<file path="config.mk">
export PLATFORM = sky130hd
export DESIGN_NAME = onehot_decoder8
export DESIGN_NICKNAME = d
export VERILOG_FILES = /design/src/rtl/onehot_pkg.sv /design/src/rtl/onehot_idx_fifo.sv /design/src/rtl/onehot_decoder8.sv
export SDC_FILE = /design/constraint.sdc
export NUM_CORES = 1
export LEC_CHECK = 0
export ABC_AREA = 1
export CORE_AREA = 2 2 63 65
export DETAILED_ROUTE_END_ITERATION = 16
export DIE_AREA = 0 0 65 67
export PLACE_DENSITY = 0.75
export RECOVER_POWER = 100
export SYNTH_ARGS = -nofsm -noshare
export SYNTH_HDL_FRONTEND = slang
export SYNTH_SLANG_ARGS = --single-unit
</file>
<file path="constraint.sdc">
create_clock -name clk -period 2.3 [get_ports clk]
set_input_delay 0.46 -clock clk [delete_from_list [all_inputs] [get_ports clk]]
set_output_delay 0.46 -clock clk [all_outputs]
set_load 0.01 [all_outputs]
</file>
<file path="src/rtl/onehot_pkg.sv">
// Shared types and helpers for the one-hot decoder and its index FIFO.
// Latency: n/a (declarations and pure functions only).
// Backpressure: n/a.
package onehot_pkg;

    localparam int IDX_W = 3;
    localparam int WIDTH = 8;

    typedef logic [IDX_W-1:0] idx_t;

    typedef enum logic {
        S_IDLE = 1'b0,
        S_HOLD = 1'b1
    } state_t;

    // Binary index to one-hot word.
    function automatic logic [WIDTH-1:0] idx2onehot(input idx_t idx);
        logic [WIDTH-1:0] v;
        v      = '0;
        v[idx] = 1'b1;
        return v;
    endfunction

    // Priority re-encoder: highest set bit wins, all-zero maps to 0.
    function automatic idx_t onehot2idx(input logic [WIDTH-1:0] v);
        idx_t r;
        r = '0;
        for (int i = 0; i < WIDTH; i++) begin
            if (v[i]) r = idx_t'(i);
        end
        return r;
    endfunction

    // True when exactly one bit is set.
    function automatic logic is_onehot(input logic [WIDTH-1:0] v);
        return (v != '0) && ((v & (v - 1'b1)) == '0);
    endfunction

endpackage

</file>
<file path="src/rtl/onehot_idx_fifo.sv">
// Synchronous DEPTH x IDX_W index FIFO with push/pop/flush and occupancy.
// Latency: written entry is visible on rdata_o one edge after the push.
// Backpressure: full_o blocks pushes (no same-cycle bypass); flush wins over push/pop.
module onehot_idx_fifo
    import onehot_pkg::*;
#(
    parameter int DEPTH = 4,
    localparam int AW   = $clog2(DEPTH)
) (
    input  logic          clk,
    input  logic          rst_n,
    input  logic          flush_i,
    input  logic          push_i,
    input  idx_t          wdata_i,
    input  logic          pop_i,
    output idx_t          rdata_o,
    output logic          full_o,
    output logic          empty_o,
    output logic [AW:0]   count_o
);

    // Pointers carry one extra wrap bit so full and empty are distinguishable.
    logic [AW:0] wr_q, wr_d;
    logic [AW:0] rd_q, rd_d;
    idx_t        mem_q [DEPTH];
    logic        do_push;
    logic        do_pop;

    assign full_o  = (wr_q[AW] != rd_q[AW]) && (wr_q[AW-1:0] == rd_q[AW-1:0]);
    assign empty_o = (wr_q == rd_q);
    assign count_o = wr_q - rd_q;
    assign rdata_o = mem_q[rd_q[AW-1:0]];

    assign do_push = push_i && !full_o && !flush_i;
    assign do_pop  = pop_i && !empty_o && !flush_i;

    // Next pointer values; flush collapses both pointers to zero.
    always_comb begin
        wr_d = wr_q;
        rd_d = rd_q;
        if (flush_i) begin
            wr_d = '0;
            rd_d = '0;
        end else begin
            if (do_push) wr_d = wr_q + 1'b1;
            if (do_pop)  rd_d = rd_q + 1'b1;
        end
    end

    // Pointer registers.
    always_ff @(posedge clk or negedge rst_n) begin
        if (!rst_n) begin
            wr_q <= '0;
            rd_q <= '0;
        end else begin
            wr_q <= wr_d;
            rd_q <= rd_d;
        end
    end

    // Storage array; contents need no reset since the pointers gate visibility.
    always_ff @(posedge clk) begin
        if (do_push) mem_q[wr_q[AW-1:0]] <= wdata_i;
    end

endmodule

</file>
<file path="src/rtl/onehot_decoder8.sv">
// Buffered 3-to-8 decoder: each queued index drives a one-hot word for HOLD cycles, back to back.
// Latency: index pushed into an empty FIFO while idle appears on out one edge later.
// Backpressure: in_ready = !full from registered occupancy; clear drops the in-flight offer.
// Optional self-checker enabled by macro ONEHOT_DECODER_SELFCHECK_EN (err tied low otherwise).
module onehot_decoder8 #(
    parameter int HOLD  = 4,
    parameter int DEPTH = 4,
    parameter int WIDTH = 8
) (
    input  logic                         clk,
    input  logic                         rst_n,
    input  logic                         clear,
    input  logic [onehot_pkg::IDX_W-1:0] in_idx,
    input  logic                         in_valid,
    output logic                         in_ready,
    output logic [WIDTH-1:0]             out,
    output logic                         out_valid,
    output logic                         busy,
    output logic                         err
);
    import onehot_pkg::*;

    localparam int       AW       = $clog2(DEPTH);
    localparam bit [7:0] CNT_INIT = 8'(HOLD - 1);

    state_t           state_q, state_d;
    logic [7:0]       cnt_q, cnt_d;
    logic [WIDTH-1:0] out_q, out_d;
    logic             out_valid_q, out_valid_d;

    logic             fifo_push;
    logic             fifo_pop;
    idx_t             fifo_rdata;
    logic             fifo_full;
    logic             fifo_empty;
    logic [AW:0]      fifo_cnt;

    assign fifo_push = in_valid && !fifo_full && !clear;
    assign in_ready  = !fifo_full;
    assign out       = out_q;
    assign out_valid = out_valid_q;
    assign busy      = out_valid_q || (fifo_cnt != '0);

    onehot_idx_fifo #(
        .DEPTH (DEPTH)
    ) u_fifo (
        .clk     (clk),
        .rst_n   (rst_n),
        .flush_i (clear),
        .push_i  (fifo_push),
        .wdata_i (idx_t'(in_idx)),
        .pop_i   (fifo_pop),
        .rdata_o (fifo_rdata),
        .full_o  (fifo_full),
        .empty_o (fifo_empty),
        .count_o (fifo_cnt)
    );

    // Sequencer: load a word from the FIFO, hold it, then chain the next one without a gap.
    always_comb begin
        state_d     = state_q;
        cnt_d       = cnt_q;
        out_d       = out_q;
        out_valid_d = out_valid_q;
        fifo_pop    = 1'b0;
        if (clear) begin
            state_d     = S_IDLE;
            cnt_d       = '0;
            out_d       = '0;
            out_valid_d = 1'b0;
        end else begin
            case (state_q)
                S_IDLE: begin
                    if (!fifo_empty) begin
                        fifo_pop    = 1'b1;
                        out_d       = idx2onehot(fifo_rdata);
                        out_valid_d = 1'b1;
                        cnt_d       = CNT_INIT;
                        state_d     = S_HOLD;
                    end
                end
                S_HOLD: begin
                    if (cnt_q != '0) begin
                        cnt_d = cnt_q - 1'b1;
                    end else if (!fifo_empty) begin
                        fifo_pop    = 1'b1;
                        out_d       = idx2onehot(fifo_rdata);
                        out_valid_d = 1'b1;
                        cnt_d       = CNT_INIT;
                    end else begin
                        out_d       = '0;
                        out_valid_d = 1'b0;
                        state_d     = S_IDLE;
                    end
                end
                default: begin
                    state_d     = S_IDLE;
                    out_d       = '0;
                    out_valid_d = 1'b0;
                end
            endcase
        end
    end

    // State, hold counter and output registers.
    always_ff @(posedge clk or negedge rst_n) begin
        if (!rst_n) begin
            state_q     <= S_IDLE;
            cnt_q       <= '0;
            out_q       <= '0;
            out_valid_q <= 1'b0;
        end else begin
            state_q     <= state_d;
            cnt_q       <= cnt_d;
            out_q       <= out_d;
            out_valid_q <= out_valid_d;
        end
    end

`ifdef ONEHOT_DECODER_SELFCHECK_EN
    idx_t idx_q;
    logic err_q;
    logic bad;

    // Mismatch between the driven word and the index it was decoded from.
    assign bad = out_valid_q && ((onehot2idx(out_q) != idx_q) || !is_onehot(out_q));
    assign err = err_q;

    // Remember the popped index and latch any mismatch until reset.
    always_ff @(posedge clk or negedge rst_n) begin
        if (!rst_n) begin
            idx_q <= '0;
            err_q <= 1'b0;
        end else begin
            if (fifo_pop) idx_q <= fifo_rdata;
            if (bad)      err_q <= 1'b1;
        end
    end
`else
    assign err = 1'b0;
`endif

endmodule

</file>
# Word-level counts from Yosys, hierarchy flattened
# Memory sizes are Yosys's and may differ from the RTL's.
# Index checks and enable logic that the tools add are counted.
classes:
  n_bitwise: 1
  mux: 28
  reduce_logical: 17
  addsub: 4
  n_eq_ne: 5
  order_cmp: 2
op_table:
  columns: ["operator", "n"]
  rows:
  - ["8-bit two-way mux", 7]
  - ["8-bit one-hot mux with 2 select lines", 2]
  - ["3-bit two-way mux", 4]
  - ["1-bit two-way mux", 11]
  - ["1-bit logical AND", 8]
  - ["8-bit nonzero test", 1]
  - ["8-bit by 1-bit subtractor with 8-bit output (second input constant)", 1]
  - ["3-bit by 1-bit adder with 3-bit output (second input constant)", 2]
  - ["3-bit != test (second input constant)", 2]
  - ["1-bit one-hot mux with 2 select lines", 3]
  - ["3-bit by 4-bit less-than comparator with 1-bit output (second input constant)", 1]
  - ["2-bit nonzero test", 2]
  - ["1-bit demux with 3-bit select", 1]
  - ["3-bit equality test", 1]
  - ["3-bit by 1-bit greater-or-equal comparator with 1-bit output (second input constant)", 1]
  - ["1-bit logical NOT", 3]
  - ["3-bit nonzero test", 1]
  - ["3-bit subtractor", 1]
  - ["2-bit equality test", 1]
  - ["2-bit AND reduction", 1]
  - ["1-bit logical OR", 1]
  - ["1-bit != test", 1]
  - ["1-bit inverter", 1]
totals:
  output_inout_bits: 12
  reg_bits: 24
  inputBits: 7
  wordCells: 64
  n_memories: 1
  mem_bits_rw: 12
mem_list:
  columns: ["name", "words", "word_bits", "read_ports", "rd_clocked_by_memory_dff", "write_ports", "line", "text"]
  rows:
  - ["u_fifo.mem_q", 4, 3, 1, 0, 1, "onehot_idx_fifo.sv:25", "idx_t mem_q [DEPTH];"]

# Depth between registers and ports, before layout
logic_depth:
  depth_word: 9
  ltp_mapped: 9
  ltp_nobuf: 9

# By module
# Synthesis repeated with hierarchy kept, for this count alone.
hier_totals:
  cells_unflattened: 245
  area_unflattened_um2: 2013.2
by_module_without_submodules:
  columns: ["module", "n_inst", "area_each_um2", "seq_area_each_um2", "cells_per_inst"]
  rows:
  - ["onehot_decoder8", 1, 1043.5, 450.4, 146]
  - ["onehot_idx_fifo", 1, 969.7, 510.5, 99]

# Worst setup path after synthesis
# No wires, ideal clock.
synth_path:
  path_type: "register to register"
  start: "register u_fifo.rd_q[1]"
  end: "memory u_fifo.mem_q[3][0] (netlist bit), enable pin"
  arrival_ps: 1398
  synth_period_minus_slack_ps: 1732
  path_buffers: 0
  path_stages_with_launch: 8
  t_required_ps: 1966
  setup_ps: 334
  path_slack_ps: 568
  cell_sequence: "dfrtp_1 inv_1 ha_1 nand2_1 inv_1 nand2_2 nand3_2 nor2_1"
synth_via:
  elab_chain_len: 9
synth_rtl:
  columns: ["item", "line", "text"]
  rows:
  - ["from (decl)", "onehot_idx_fifo.sv:24", "logic [AW:0] rd_q, rd_d;"]
  - ["from (signal assigned)", "onehot_idx_fifo.sv:57", "rd_q <= rd_d;"]
  - ["2-bit equality test *", "onehot_idx_fifo.sv:29", "assign full_o = (wr_q[AW] != rd_q[AW]) && (wr_q[AW-1:0] == rd_q[AW-1:0]);"]
  - ["1-bit logical AND *", "onehot_idx_fifo.sv:29", null]
  - ["1-bit logical NOT *", null, null]
  - ["net in_ready", "onehot_decoder8.sv:15", "output logic in_ready,"]
  - ["1-bit logical AND (2 in series)", "onehot_decoder8.sv:38", "assign fifo_push = in_valid && !fifo_full && !clear;"]
  - ["1-bit logical AND * (2 in series)", "onehot_idx_fifo.sv:34", "assign do_push = push_i && !full_o && !flush_i;"]
  - ["1-bit two-way mux *", "onehot_idx_fifo.sv:63", "if (do_push) mem_q[wr_q[AW-1:0]] <= wdata_i;"]
  - ["1-bit two-way mux (not written as such) *", "onehot_idx_fifo.sv:63", null]
  - ["to (decl)", "onehot_idx_fifo.sv:25", null]
# The timed path passes the listed nets; every way through them passes the cells marked *.

# Worst setup path after layout
layout_path:
  start: "register u_fifo.wr_q[1]"
  end: "output busy"
layout_via:
  elab_chain_len: 3
layout_rtl:
  columns: ["item", "line", "text"]
  rows:
  - ["from (decl)", "onehot_idx_fifo.sv:23", "logic [AW:0] wr_q, wr_d;"]
  - ["from (signal assigned)", "onehot_idx_fifo.sv:56", "wr_q <= wr_d;"]
  - ["3-bit subtractor", "onehot_idx_fifo.sv:31", "assign count_o = wr_q - rd_q;"]
  - ["3-bit nonzero test", "onehot_decoder8.sv:42", "assign busy = out_valid_q || (fifo_cnt != '0);"]
  - ["1-bit logical OR", "onehot_decoder8.sv:42", null]
  - ["to (decl)", "onehot_decoder8.sv:18", "output logic busy,"]
# Every way passes these cells.

==> results.tsv <==
stage	metric	value	unit
sta	relSlewSlack	8.685	%
global_routing	grt_max_degree	25	
global_routing	antenna_found_initial	0	
global_routing	first_global_vias	1425	
layout	diodes	0	
cts	cts.clk_slew.worst_paths	0.07	ns
critical_path	worstSetupEndpointType	output port	
logic_synthesis	synthArstFlopShare	66.67	%
logic_synthesis	synth_flop_cell	dfrtp_1	
cts	clock_sinks	36	
cts	clkLatencyLatePin	0.29	ns
critical_path	crit_path_max_fanout	4	
critical_path	crit_path_start	u_fifo.wr_q[1]	
sta	finalCriticalPeriod	2.112	ns
logic_synthesis	syn_nets	242	
floorplanning	die_x	65	um
pwr	power_leakage	1.104	nW
sta	drv_slew	0	
layout	drive_gt1_share	9.375	%
drt	routed_via_density	4.931	
logic_synthesis	synth_top_family_by_area	simple AND/OR/NAND/NOR gates	
placement	gp_congestion	0.8603	
pwr	peakVddDrop	0.5050	mV
drt	drtIter0Drc	141	
critical_path	rr_worst_depth	8	
logic_synthesis	netlist_area	1949	um^2
logic_synthesis	synth_compound_area_share	9.050	%
sta	finalWorstSetupSlack	0.1878	ns
critical_path	reg2reg_to	out[4]	
critical_path	r2r-start	u_fifo.wr_q[0]	
logic_synthesis	synth_cells	226	
critical_path	cp-endpoint	busy	
layout	mostFrequentLayoutCells	nand2_1, inv_1, nand3_1	
logic_synthesis	yosysWarnings	0	
sta	worstMarginPinSlew	1.370	ns
worst_hold_path	hp-class	reg2reg	
run_status	outcome	complete, no violations	
sta	max_clock_freq	473.4	MHz
logic_synthesis	synthSimpleGateAreaFrac	25.67	%
pwr	power_density	1139	nW/um^2
critical_path	rrSetupSlack	0.42	ns
floorplanning	start_util	54.06	%
cts	clockBufferDepth	2	
placement	placed_area	2182	um^2
floorplanning	std_cell_rows	22	
cts	cts_root_buf	clkbuf_8	
logic_synthesis	synthAdderAreaFrac	5.777	%
global_routing	grt_pass1_wl	6203	um
layout	fin_area	2277	um^2
floorplanning	core-area	3606	um^2
sta	skew	0.005325	ns
logic_synthesis	ys_seq_area_share	49.29	%
cts	cts_buffers	5	
placement	dp_cells	291	
layout	layout-area-overhead-vs-synth	16.82	%
layout	fin_nets	271	
drt	wl_per_cell	11.69	um
layout	final_common_cell	nand2_1	
drt	antenna_left	0	
logic_synthesis	synth-xor-area-share	2.632	%
drt	firstDrtPassIters	4	
drt	vias	1499	
sta	hold_viol_final	0	
floorplanning	die_h	67	um
global_routing	grtUsageTotal	19.01	%
critical_path	cp.required	1.84	ns
critical_path	path_class	reg2out	
job	drv_cap	0	
floorplanning	die-area	4355	um^2
sta	setup_viol	0	
logic_synthesis	syn_area_per_cell	8.626	um^2
placement	place_hpwl	2574	um
cts	cts_hold_buf	0	
placement	port-buffer-count	17	
critical_path	setup.worst_path.start_class	flip-flop	
floorplanning	io_pins	19	
logic_synthesis	synth_mux_area_share	0	%
cts	cts_tree	yes	
global_routing	gr-total-overflow	0	
critical_path	arrival	1.65	ns
logic_synthesis	synth.distinct_cells	26	
sta	rsz0062_at_grt	false	
layout	final_cells	304	
cts	htreeDepth	2	
logic_synthesis	yosys_register_bits	36	
sta	fin_tns_setup	0	ns
placement	dp_slack	0.1214	ns
layout	final_util	63.15	%
drt	routed_wl	3553	um
sta	post-route-period-util	91.84	%
drt	route.detailed.drc	0	
logic_synthesis	synth_edf_count	12	
-- what timing repair did --
action / CTS / global route
buffers inserted: 1 / 4
setup endpoints to repair: 2 / 2
gates resized for setup: 3 / 5
pin swaps: 0 / 3
-- Yosys cell counts, types with 2 or more instances --
library cell / number / share of area [%]
nand2_1: 57 / 11
inv_1: 30 / 5.8
nand3_1: 25 / 6.4
dfrtp_1: 24 / 31
nor2_1: 22 / 4.2
edfxtp_1: 12 / 18
o21ai_0: 11 / 2.8
ha_1: 9 / 5.8
o21ai_2: 9 / 4.0
a21oi_1: 3 / 0.77
nor2_4: 3 / 1.7
o21bai_1: 3 / 1.2
xor2_1: 3 / 1.3
buf_4: 2 / 0.77
nand2_2: 2 / 0.64
-- flip-flops by register name, indices dropped and copies added (netlist names) --
signal        flops
cnt_q             8
out               8
out_valid         1
state_q           1
u_fifo.mem_q     12
u_fifo.rd_q       3
u_fifo.wr_q       3
-- worst min path at each step --
stage | startpoint | endpoint | slack, ns | depth (start not counted)
6_report | out[0] | out[0] | 0.48 | 2
5_1_grt | out[0] | out[0] | 0.51 | 2
4_1_cts | out[0] | out[0] | 0.49 | 2
3_5_place_dp | out[0] | out[0] | 0.47 | 2
3_3_place_gp | out[0] | out[0] | 0.47 | 2
2_1_floorplan | rst_n | cnt_q[0] | 0.16 | 0
-- where the power goes --
group | internal, W | switching [W] | leakage, nW
Clock | 0.000214 | 0.000231 | 0.0404
Combinational | 0.000462 | 0.000790 | 0.631
Sequential | 0.000788 | 0.000110 | 0.432
-- logic make-up (layout without fill, tap and decap cells) --
group                      after synthesis  in the layout
AOI/OAI and AO/OA                       27             27
xor gates and xnor gates                 5              5
adders and majority gates                9              9
buffers and inverters                   35             65
DFF                                     36             36
other                                    1              1
and+or+nand+nor                        113            113
-- final cells by class --
class,count,area (um^2)
fillers,330,1329
multi-input cells,155,813.3
clock buffers,5,68.82
flip-flops and latches,36,960.9
clock inverters,3,23.77
repair buffers,26,234.0
inverters,31,116.4
well taps,48,60.06
-- per-layer routing --
layer,part of all wire [%],vias to the layer above,GRT usage [%]
met1,47,688,23.29
met2,49,27,31.96
met3,2.8,4,4.561
met4,1.1,0,8.245
met5,0,-,0
li1,-,780,-
-- critical path: stages (launching register included) --
cell             delay, ns
dfrtp_1               0.45
ha_4                  0.29
inv_1                 0.03
o21bai_1              0.17
nor2_1                0.07
nor2_1                0.10
nand2_1               0.05
clkdlybuf4s15_1       0.22
-- metrics by stage --
stage | hold slack, ns | power, W
finish | 0.4846 | 0.002595
global route | 0.5119 | 0.002847
CTS | 0.4902 | 0.002668
detailed placement | 0.4710 | 0.002205
global placement | 0.4685 | 0.002180
floorplan | 0.1644 | 0.001861
No activity file was read; power rests on OpenSTA's default activity.
